===== src/rtl/pe_mac_accum_if.sv =====
// Operand join channels (filter, ifmap) and psum output channel of the PE MAC stage.
interface pe_mac_accum_if #(
    parameter int unsigned WIDTH     = 8,
    parameter int unsigned ACC_WIDTH = 20
);
    logic                 filt_valid;
    logic                 filt_ready;
    logic [WIDTH-1:0]     filt_data;
    logic                 ifmap_valid;
    logic                 ifmap_ready;
    logic [WIDTH-1:0]     ifmap_data;
    logic                 psum_valid;
    logic                 psum_ready;
    logic [ACC_WIDTH-1:0] psum_data;

    modport master (
        output filt_valid, filt_data, ifmap_valid, ifmap_data, psum_ready,
        input  filt_ready, ifmap_ready, psum_valid, psum_data
    );

    modport slave (
        input  filt_valid, filt_data, ifmap_valid, ifmap_data, psum_ready,
        output filt_ready, ifmap_ready, psum_valid, psum_data
    );
endinterface


===== src/rtl/pe_mac_accum.sv =====
// Joins filter/ifmap operands, accumulates NUM_MAC unsigned products, emits one psum.
// Optional macro PE_MAC_SAT_EN: saturating accumulation instead of modulo wrap.
module pe_mac_accum #(
    parameter int unsigned WIDTH     = 8,
    parameter int unsigned ACC_WIDTH = 20,
    parameter int unsigned NUM_MAC   = 5
) (
    input  logic          clk,
    input  logic          rst_n,
    pe_mac_accum_if.slave bus,
    output logic          busy
);
    localparam int unsigned CNT_W  = $clog2(NUM_MAC + 1);
    localparam int unsigned PROD_W = 2 * WIDTH;

    typedef enum logic {ST_ACC = 1'b0, ST_OUT = 1'b1} state_t;

    state_t               r_state;
    state_t               w_state_nxt;
    logic [ACC_WIDTH-1:0] r_acc;
    logic [ACC_WIDTH-1:0] w_acc_nxt;
    logic [CNT_W-1:0]     r_count;
    logic                 r_psum_valid;
    logic [ACC_WIDTH-1:0] r_psum_data;
    logic [PROD_W-1:0]    w_prod;
    logic                 w_join;
    logic                 w_last;
    logic                 w_psum_hs;
    logic                 w_filt_ready;
    logic                 w_ifmap_ready;

    assign w_join    = (r_state == ST_ACC) && bus.filt_valid && bus.ifmap_valid;
    assign w_last    = (r_count == CNT_W'(NUM_MAC - 1));
    assign w_psum_hs = r_psum_valid && bus.psum_ready;
    assign w_prod    = PROD_W'(bus.filt_data) * PROD_W'(bus.ifmap_data);

`ifdef PE_MAC_SAT_EN
    // Carry out of the widened sum clamps the accumulator to all-ones.
    logic [ACC_WIDTH:0] w_sum;
    assign w_sum     = {1'b0, r_acc} + (ACC_WIDTH + 1)'(w_prod);
    assign w_acc_nxt = w_sum[ACC_WIDTH] ? {ACC_WIDTH{1'b1}} : w_sum[ACC_WIDTH-1:0];
`else
    assign w_acc_nxt = r_acc + ACC_WIDTH'(w_prod);
`endif

    // State register
    always_ff @(posedge clk) begin
        if (!rst_n) begin
            r_state <= ST_ACC;
        end else begin
            r_state <= w_state_nxt;
        end
    end

    // Next-state logic
    always_comb begin
        w_state_nxt = r_state;
        case (r_state)
            ST_ACC: if (w_join && w_last) w_state_nxt = ST_OUT;
            ST_OUT: if (w_psum_hs)        w_state_nxt = ST_ACC;
            default:                      w_state_nxt = ST_ACC;
        endcase
    end

    // Each ready follows the other channel's valid so both operands move together.
    always_comb begin
        w_filt_ready  = 1'b0;
        w_ifmap_ready = 1'b0;
        if (r_state == ST_ACC) begin
            w_filt_ready  = bus.ifmap_valid;
            w_ifmap_ready = bus.filt_valid;
        end
    end

    // Accumulator, product counter and psum output registers
    always_ff @(posedge clk) begin
        if (!rst_n) begin
            r_acc        <= '0;
            r_count      <= '0;
            r_psum_valid <= 1'b0;
            r_psum_data  <= '0;
        end else if (w_join) begin
            r_acc   <= w_acc_nxt;
            r_count <= r_count + CNT_W'(1);
            if (w_last) begin
                r_psum_valid <= 1'b1;
                r_psum_data  <= w_acc_nxt;
            end
        end else if (w_psum_hs) begin
            r_acc        <= '0;
            r_count      <= '0;
            r_psum_valid <= 1'b0;
        end
    end

    assign bus.filt_ready  = w_filt_ready;
    assign bus.ifmap_ready = w_ifmap_ready;
    assign bus.psum_valid  = r_psum_valid;
    assign bus.psum_data   = r_psum_data;
    assign busy            = (r_count != '0) || r_psum_valid;
endmodule

===== src/flat_wrapper.sv =====
// flat-port wrapper written by rule: the top's interface ports become plain ports
module pe_mac_accum_flat 
#(
    parameter int unsigned WIDTH     = 8,
    parameter int unsigned ACC_WIDTH = 20,
    parameter int unsigned NUM_MAC   = 5
)
  (clk, rst_n, busy, bus_filt_valid, bus_filt_data, bus_ifmap_valid, bus_ifmap_data, bus_psum_ready, bus_filt_ready, bus_ifmap_ready, bus_psum_valid, bus_psum_data);
  pe_mac_accum_if #(.WIDTH(WIDTH), .ACC_WIDTH(ACC_WIDTH)) bus_i ();
  input  logic clk;
  input  logic rst_n;
  output logic busy;
  input wire logic [$bits(bus_i.filt_valid)-1:0] bus_filt_valid;
  input wire logic [$bits(bus_i.filt_data)-1:0] bus_filt_data;
  input wire logic [$bits(bus_i.ifmap_valid)-1:0] bus_ifmap_valid;
  input wire logic [$bits(bus_i.ifmap_data)-1:0] bus_ifmap_data;
  input wire logic [$bits(bus_i.psum_ready)-1:0] bus_psum_ready;
  output wire logic [$bits(bus_i.filt_ready)-1:0] bus_filt_ready;
  output wire logic [$bits(bus_i.ifmap_ready)-1:0] bus_ifmap_ready;
  output wire logic [$bits(bus_i.psum_valid)-1:0] bus_psum_valid;
  output wire logic [$bits(bus_i.psum_data)-1:0] bus_psum_data;
  assign bus_i.filt_valid = bus_filt_valid;
  assign bus_i.filt_data = bus_filt_data;
  assign bus_i.ifmap_valid = bus_ifmap_valid;
  assign bus_i.ifmap_data = bus_ifmap_data;
  assign bus_i.psum_ready = bus_psum_ready;
  assign bus_filt_ready = bus_i.filt_ready;
  assign bus_ifmap_ready = bus_i.ifmap_ready;
  assign bus_psum_valid = bus_i.psum_valid;
  assign bus_psum_data = bus_i.psum_data;
  pe_mac_accum #(.WIDTH(WIDTH), .ACC_WIDTH(ACC_WIDTH), .NUM_MAC(NUM_MAC)) u_core (.clk(clk), .rst_n(rst_n), .bus(bus_i), .busy(busy));
endmodule

===== config.mk =====
export PLATFORM = sky130hd
export DESIGN_NAME = pe_mac_accum_flat
export DESIGN_NICKNAME = d
export VERILOG_FILES = /design/src/rtl/pe_mac_accum_if.sv /design/src/rtl/pe_mac_accum.sv /design/src/flat_wrapper.sv
export SDC_FILE = /design/constraint.sdc
export NUM_CORES = 1
export LEC_CHECK = 0
export ABC_AREA = 1
export CAP_MARGIN = 0
export CORE_AREA = 2 2 97 99
export CTS_CLUSTER_SIZE = 12
export DETAILED_ROUTE_END_ITERATION = 10
export DIE_AREA = 0 0 99 101
export PLACE_DENSITY = 0.77
export SYNTH_ARGS = -nofsm -noshare
export SYNTH_HDL_FRONTEND = slang
export SYNTH_SLANG_ARGS = --single-unit

===== constraint.sdc =====
create_clock -name clk -period 5.1 [get_ports clk]
set_input_delay 0.765 -clock clk [delete_from_list [all_inputs] [get_ports clk]]
set_output_delay 0.765 -clock clk [all_outputs]
set_load 0.02 [all_outputs]

# Word level (Yosys, flattened, before mapping)
# Index checks and enable logic that the tools add are counted.
[word_totals]
ff_bits = 45
input_bits = 21
mem_bits_ro = 0
ramBits = 0
out_inout_bits = 24
latch_bits = 0
memories = 0
[classes]
n_reduce_logical = 9
multipliers = 1
order_cmp = 0
bitwise_logic = 1
shifts = 0
addsub = 2
mux = 12
div = 0
n_eq_ne = 2
[ops]
columns = ["cell", "n"]
rows = [
  ["20-bit 2-to-1 mux", 2],
  ["20-bit by 16-bit adder with 20-bit output", 1],
  ["8-bit by 8-bit multiplier with 16-bit output", 1],
  ["1-bit 2-to-1 mux", 7],
  ["3-bit 2-to-1 mux", 2],
  ["1-bit logical AND", 4],
  ["2-bit AND reduction", 2],
  ["3-bit by 1-bit adder with 3-bit output, second input constant", 1],
  ["3-bit == test, second input constant", 1],
  ["3-bit nonzero test", 1],
  ["2-bit != test, second input constant", 1],
  ["1-bit one-hot mux with 2 select lines", 1],
  ["2-bit nonzero test", 1],
  ["1-bit logical OR", 1],
  ["1-bit inverter", 1],
]

# Logic depth before layout (Yosys ltp)
[logic_depth]
depth_word = 6
mapped_depth = 23

# Worst setup path after synthesis
# OpenSTA, ideal clock, no wires.
[synth_path]
path_kind = "in2reg"
from = "input bus_filt_data[0]"
to = "register u_core.r_psum_data[16], in the netlist u_core.bus.psum_data[16]"
n_path_buf = 1
stages = 20
required_time_ns = 4.991
setup_ns = 0.109
slack_ns = 0.674
t_arrival_ns = 4.316
cell_sequence = "clkbuf_1 > nand2_1 > fa_1 > fa_1 > inv_1 > fa_1 > inv_1 > fa_1 > inv_1 > ha_1 > nand2_1 > inv_1 > nand2_1 > nand3_1 > nand2_1 > nand3_1 > nand2_1 > nand2_1 > nand2_1 > inv_1"
[synth_between]
elab_chain_len = 2
[synth_lines]
columns = ["item", "line", "text"]
rows = [
  ["start, declared", "flat_wrapper.sv:14", "input wire logic [$bits(bus_i.filt_data)-1:0] bus_filt_data;"],
  ["8-bit by 8-bit multiplier with 16-bit output", "pe_mac_accum.sv:35", "assign w_prod = PROD_W'(bus.filt_data) * PROD_W'(bus.ifmap_data);"],
  ["20-bit by 16-bit adder with 20-bit output", "pe_mac_accum.sv:43", "assign w_acc_nxt = r_acc + ACC_WIDTH'(w_prod);"],
  ["end signal, assigned", "pe_mac_accum.sv:87", "r_psum_data <= w_acc_nxt;"],
  ["end, declared", "pe_mac_accum.sv:24", "logic [ACC_WIDTH-1:0] r_psum_data;"],
]
# Every way passes these cells.
# A chain may end at the register's enable or synchronous reset.

# Final worst setup path
[layout_path]
from = "input bus_filt_data[4]"
to = "register u_core.r_psum_data[19], in the netlist u_core.bus.psum_data[19]"
# The elaborated chain is that of the path after synthesis.

==> out/qor.yml <==
outcome: "finished, final reports clean"
regToRegEndpoint: "u_core.bus.psum_data[13]"
setup_viol: 0
start_util_pct: 53.66
synth_cells: 711
n_antenna_cell: 0
synth_cell_types: 27
finalCriticalPeriod_ps: 4805
clock_skew_ps: 7.786
synth_top_area_share_pct: 20.78
r2r_setup_slack_ps: 1120
crit_buf_inv: 6
fin_crit_sh_pct: 94.23
syn_area_sq_mm: 0.004817
worstRegToRegCells: 18
finalHoldViolations: 0
max_freq_mhz: 208.1
row_count: 35
intPower_w: 0.001307
cts_tree: "done"
track_usage_pct: 23.45
grt_start_max_net_pins: 36
layout-drive-gt1-share_pct: 6.833
synth-edff-count: 0
grt_pass1_vias: 4219
wl_per_cell_um: 12.12
path_clk_slew_ps: 100
critPathMaxStageDelay_ps: 590
switching_share_pct: 51.22
port_buffers: 44
ys_top_cells_by_area: "fa_1 (21%), dfxtp_1 (19%), nand2_1 (16%)"
path_cells: "clkdlybuf4s50_1 -> nand2_1 -> fa_1 -> inv_1 -> fa_1 -> inv_1 -> fa_1 -> fa_1 -> inv_1 -> ha_1 -> nand2_1 -> inv_1 -> nand2_1 -> nor3_1 -> nand2_1 -> nand2_1 -> nand2_1 -> nand2_1 -> nand2_1 -> nand2_1 -> inv_1"
first_iter_violations: 129
grt.overflow.total: 0
p_clk_share_pct: 8.8
holdPathEnd: "u_core.r_acc[6]"
synth_warnings: 0
synthTopCellsByCount: "nand2_1 (210), inv_1 (198), fa_1 (50), dfxtp_1 (45), ha_1 (43)"
final_core_util_pct: 61.98
antenna_found_initial: 0
crit_fanout: 6
synth_area_leader_cell: "fa_1"
viasPerCell: 4.716
maxCapViolCount: 0
cp-end-kind: "register"
crit_family: "adder cells"
clk-insertion-delay-late_ps: 310
tns_ps: 0
cp_data_arrival_time_ps: 5020
critPathRequiredTime_ps: 5310
cts_root_buf: "clkbuf_8"
peakVddDrop_mv: 0.2608
hold_depth: 2
gp_congestion: 0.9156
grt_pass1_wl_um: 19000
first_pass_iters: 4
slew_violations: 0
drc: 0
cts.sinks: 45
r2r-start: "u_core.r_acc[6]"
p_leak_nw: 3.250
switchingPower_w: 0.001372
place_hpwl_um: 8839
cpMostUsedCell: "nand2_1"
syn_area_per_cell_sq_um: 6.775
die_area_sq_mm: 0.009999
timing_worst_slew_pin_value_ps: 1143
h-tree-depth: 2
crit_type: "in -> reg"
worstSetupStartpointType: "input pin"
rsz0062_at_grt: "false"
die_w_um: 99
synthFlopType: "dfxtp_1"
cts_buffers: 5
crit_slowest_cell: "clkdlybuf4s50_1"
async_reset_ff_share_pct: 0
ioPinCount: 45
power_density_mw_per_mm2: 481.3
die_h_um: 101
finalNetCount: 874
synth-seq-area-share_pct: 18.70
power_frac_seq_pct: 15.5
postCtsSetupBuffers: 0
core-area_sq_mm: 0.008977
synthesis.nets: 825
antenna_left: 0
synth-seq-cells: 45
area_delta_synth_final_pct: 15.51
worstHoldStart: "u_core.r_acc[6]"
vias: 4112
clock_path_buffers: 2
wl_um: 10570
p_comb_share_pct: 75.7
hp-class: "reg -> reg"
hold_ws_ps: 470.7
yosysMostFrequentCell: "nand2_1"
max_slew_margin_pct: 23.35
## final cells by class
type | count | area [sq um]
timing repair buffer | 69 | 638.1
fill | 854 | 3413
clock buffer | 5 | 68.82
multi-input combinational | 438 | 3034
tap | 111 | 138.9
inverter | 201 | 762.0
clock inverter | 3 | 21.27
sequential | 45 | 900.9
## metrics by stage
| stage | setup WS [ps] | instance area, sq um | total power [W] | instances |
|---|---|---|---|---|
| final | 294.5 | 5564 | 0.002678 | 872 |
| after global routing | 28.81 | 5564 | 0.003012 | 872 |
| after CTS | 258.8 | 5550 | 0.002686 | 872 |
| after detailed placement | -53.19 | 5460 | 0.002432 | 864 |
| after global placement | -3.494 | 5460 | 0.002396 | 864 |
| after floorplan | 674.5 | 4817 | 0.001792 | 711 |
## cells by family after synthesis
kind of cell / synth area share, %
fa+ha+maj: 31.95
buf+inv: 18.39
xor+xnor: 1.273
compound gates: 5.325
simple gates: 24.36
flops: 18.70
## tightest hold or removal path: stages (launching register included)
cell     delay [ps]
dfxtp_1         320
nand2_1          60
a21oi_1          50
## metal layers
metal / part of all wire [%] / wire length, um / vias up / global-route usage (%)
met1: 45 / 4722 / 1892 / 29.04
met5: 0 / 0 / - / 0
met2: 50 / 5255 / 65 / 42.10
li1: - / - / 2139 / -
met3: 3.1 / 325 / 16 / 3.537
met4: 2.5 / 267 / 0 / 7.271
## how the worst max path moves through the flow
stage / start / endpoint / slack, ps / cells after the start
final: bus_filt_data[4] / u_core.bus.psum_data[19] / 290 / 21
after global routing: bus_ifmap_data[5] / u_core.r_acc[12] / 30 / 19
after CTS: bus_ifmap_data[6] / u_core.r_acc[12] / 260 / 19
after detailed placement: bus_ifmap_data[6] / u_core.r_acc[12] / -50 / 19
after global placement: bus_ifmap_data[3] / u_core.bus.psum_data[16] / -3 / 21
after floorplan: bus_filt_data[0] / u_core.bus.psum_data[16] / 670 / 20
## timing repair
item | CTS | global route
resized for setup | 0 | 5
hold buffers | 0 | 0
endpoints found under the setup margin | 0 | 5
## layout by cell type, fill, tap and decap left out, types with 2 or more instances in the layout
master,Yosys,final
nand2_1,210,210
inv_1,198,198
fa_1,50,50
dfxtp_1,45,45
ha_1,43,43
clkdlybuf4s50_1,0,40
nor2_1,34,34
a21oi_1,30,29
buf_4,1,25
nand3_1,23,23
o21ai_0,17,17
nor2_2,12,12
xor2_1,6,6
clkbuf_8,0,5
nor3_1,4,4
dlymetal6s2s_1,0,4
nand2_2,2,2
inv_6,1,2
a21o_1,2,2
## registers in the layout (all words and copies together) (netlist names)
register	cells
u_core.bus.psum_data	20
u_core.r_count	3
u_core.r_state	1
u_core.bus.psum_valid	1
u_core.r_acc	20
## power by group through the flow
stage / Clock [W] / Sequential, W / Combinational, W
floorplan: 0 / 0.000416 / 0.00138
global placement: 0 / 0.000424 / 0.00197
detailed placement: 0 / 0.000423 / 0.00201
CTS: 0.000238 / 0.000416 / 0.00203
global route: 0.000253 / 0.000419 / 0.00234
finish: 0.000235 / 0.000415 / 0.00203
Power figures use the tool's default switching activity.
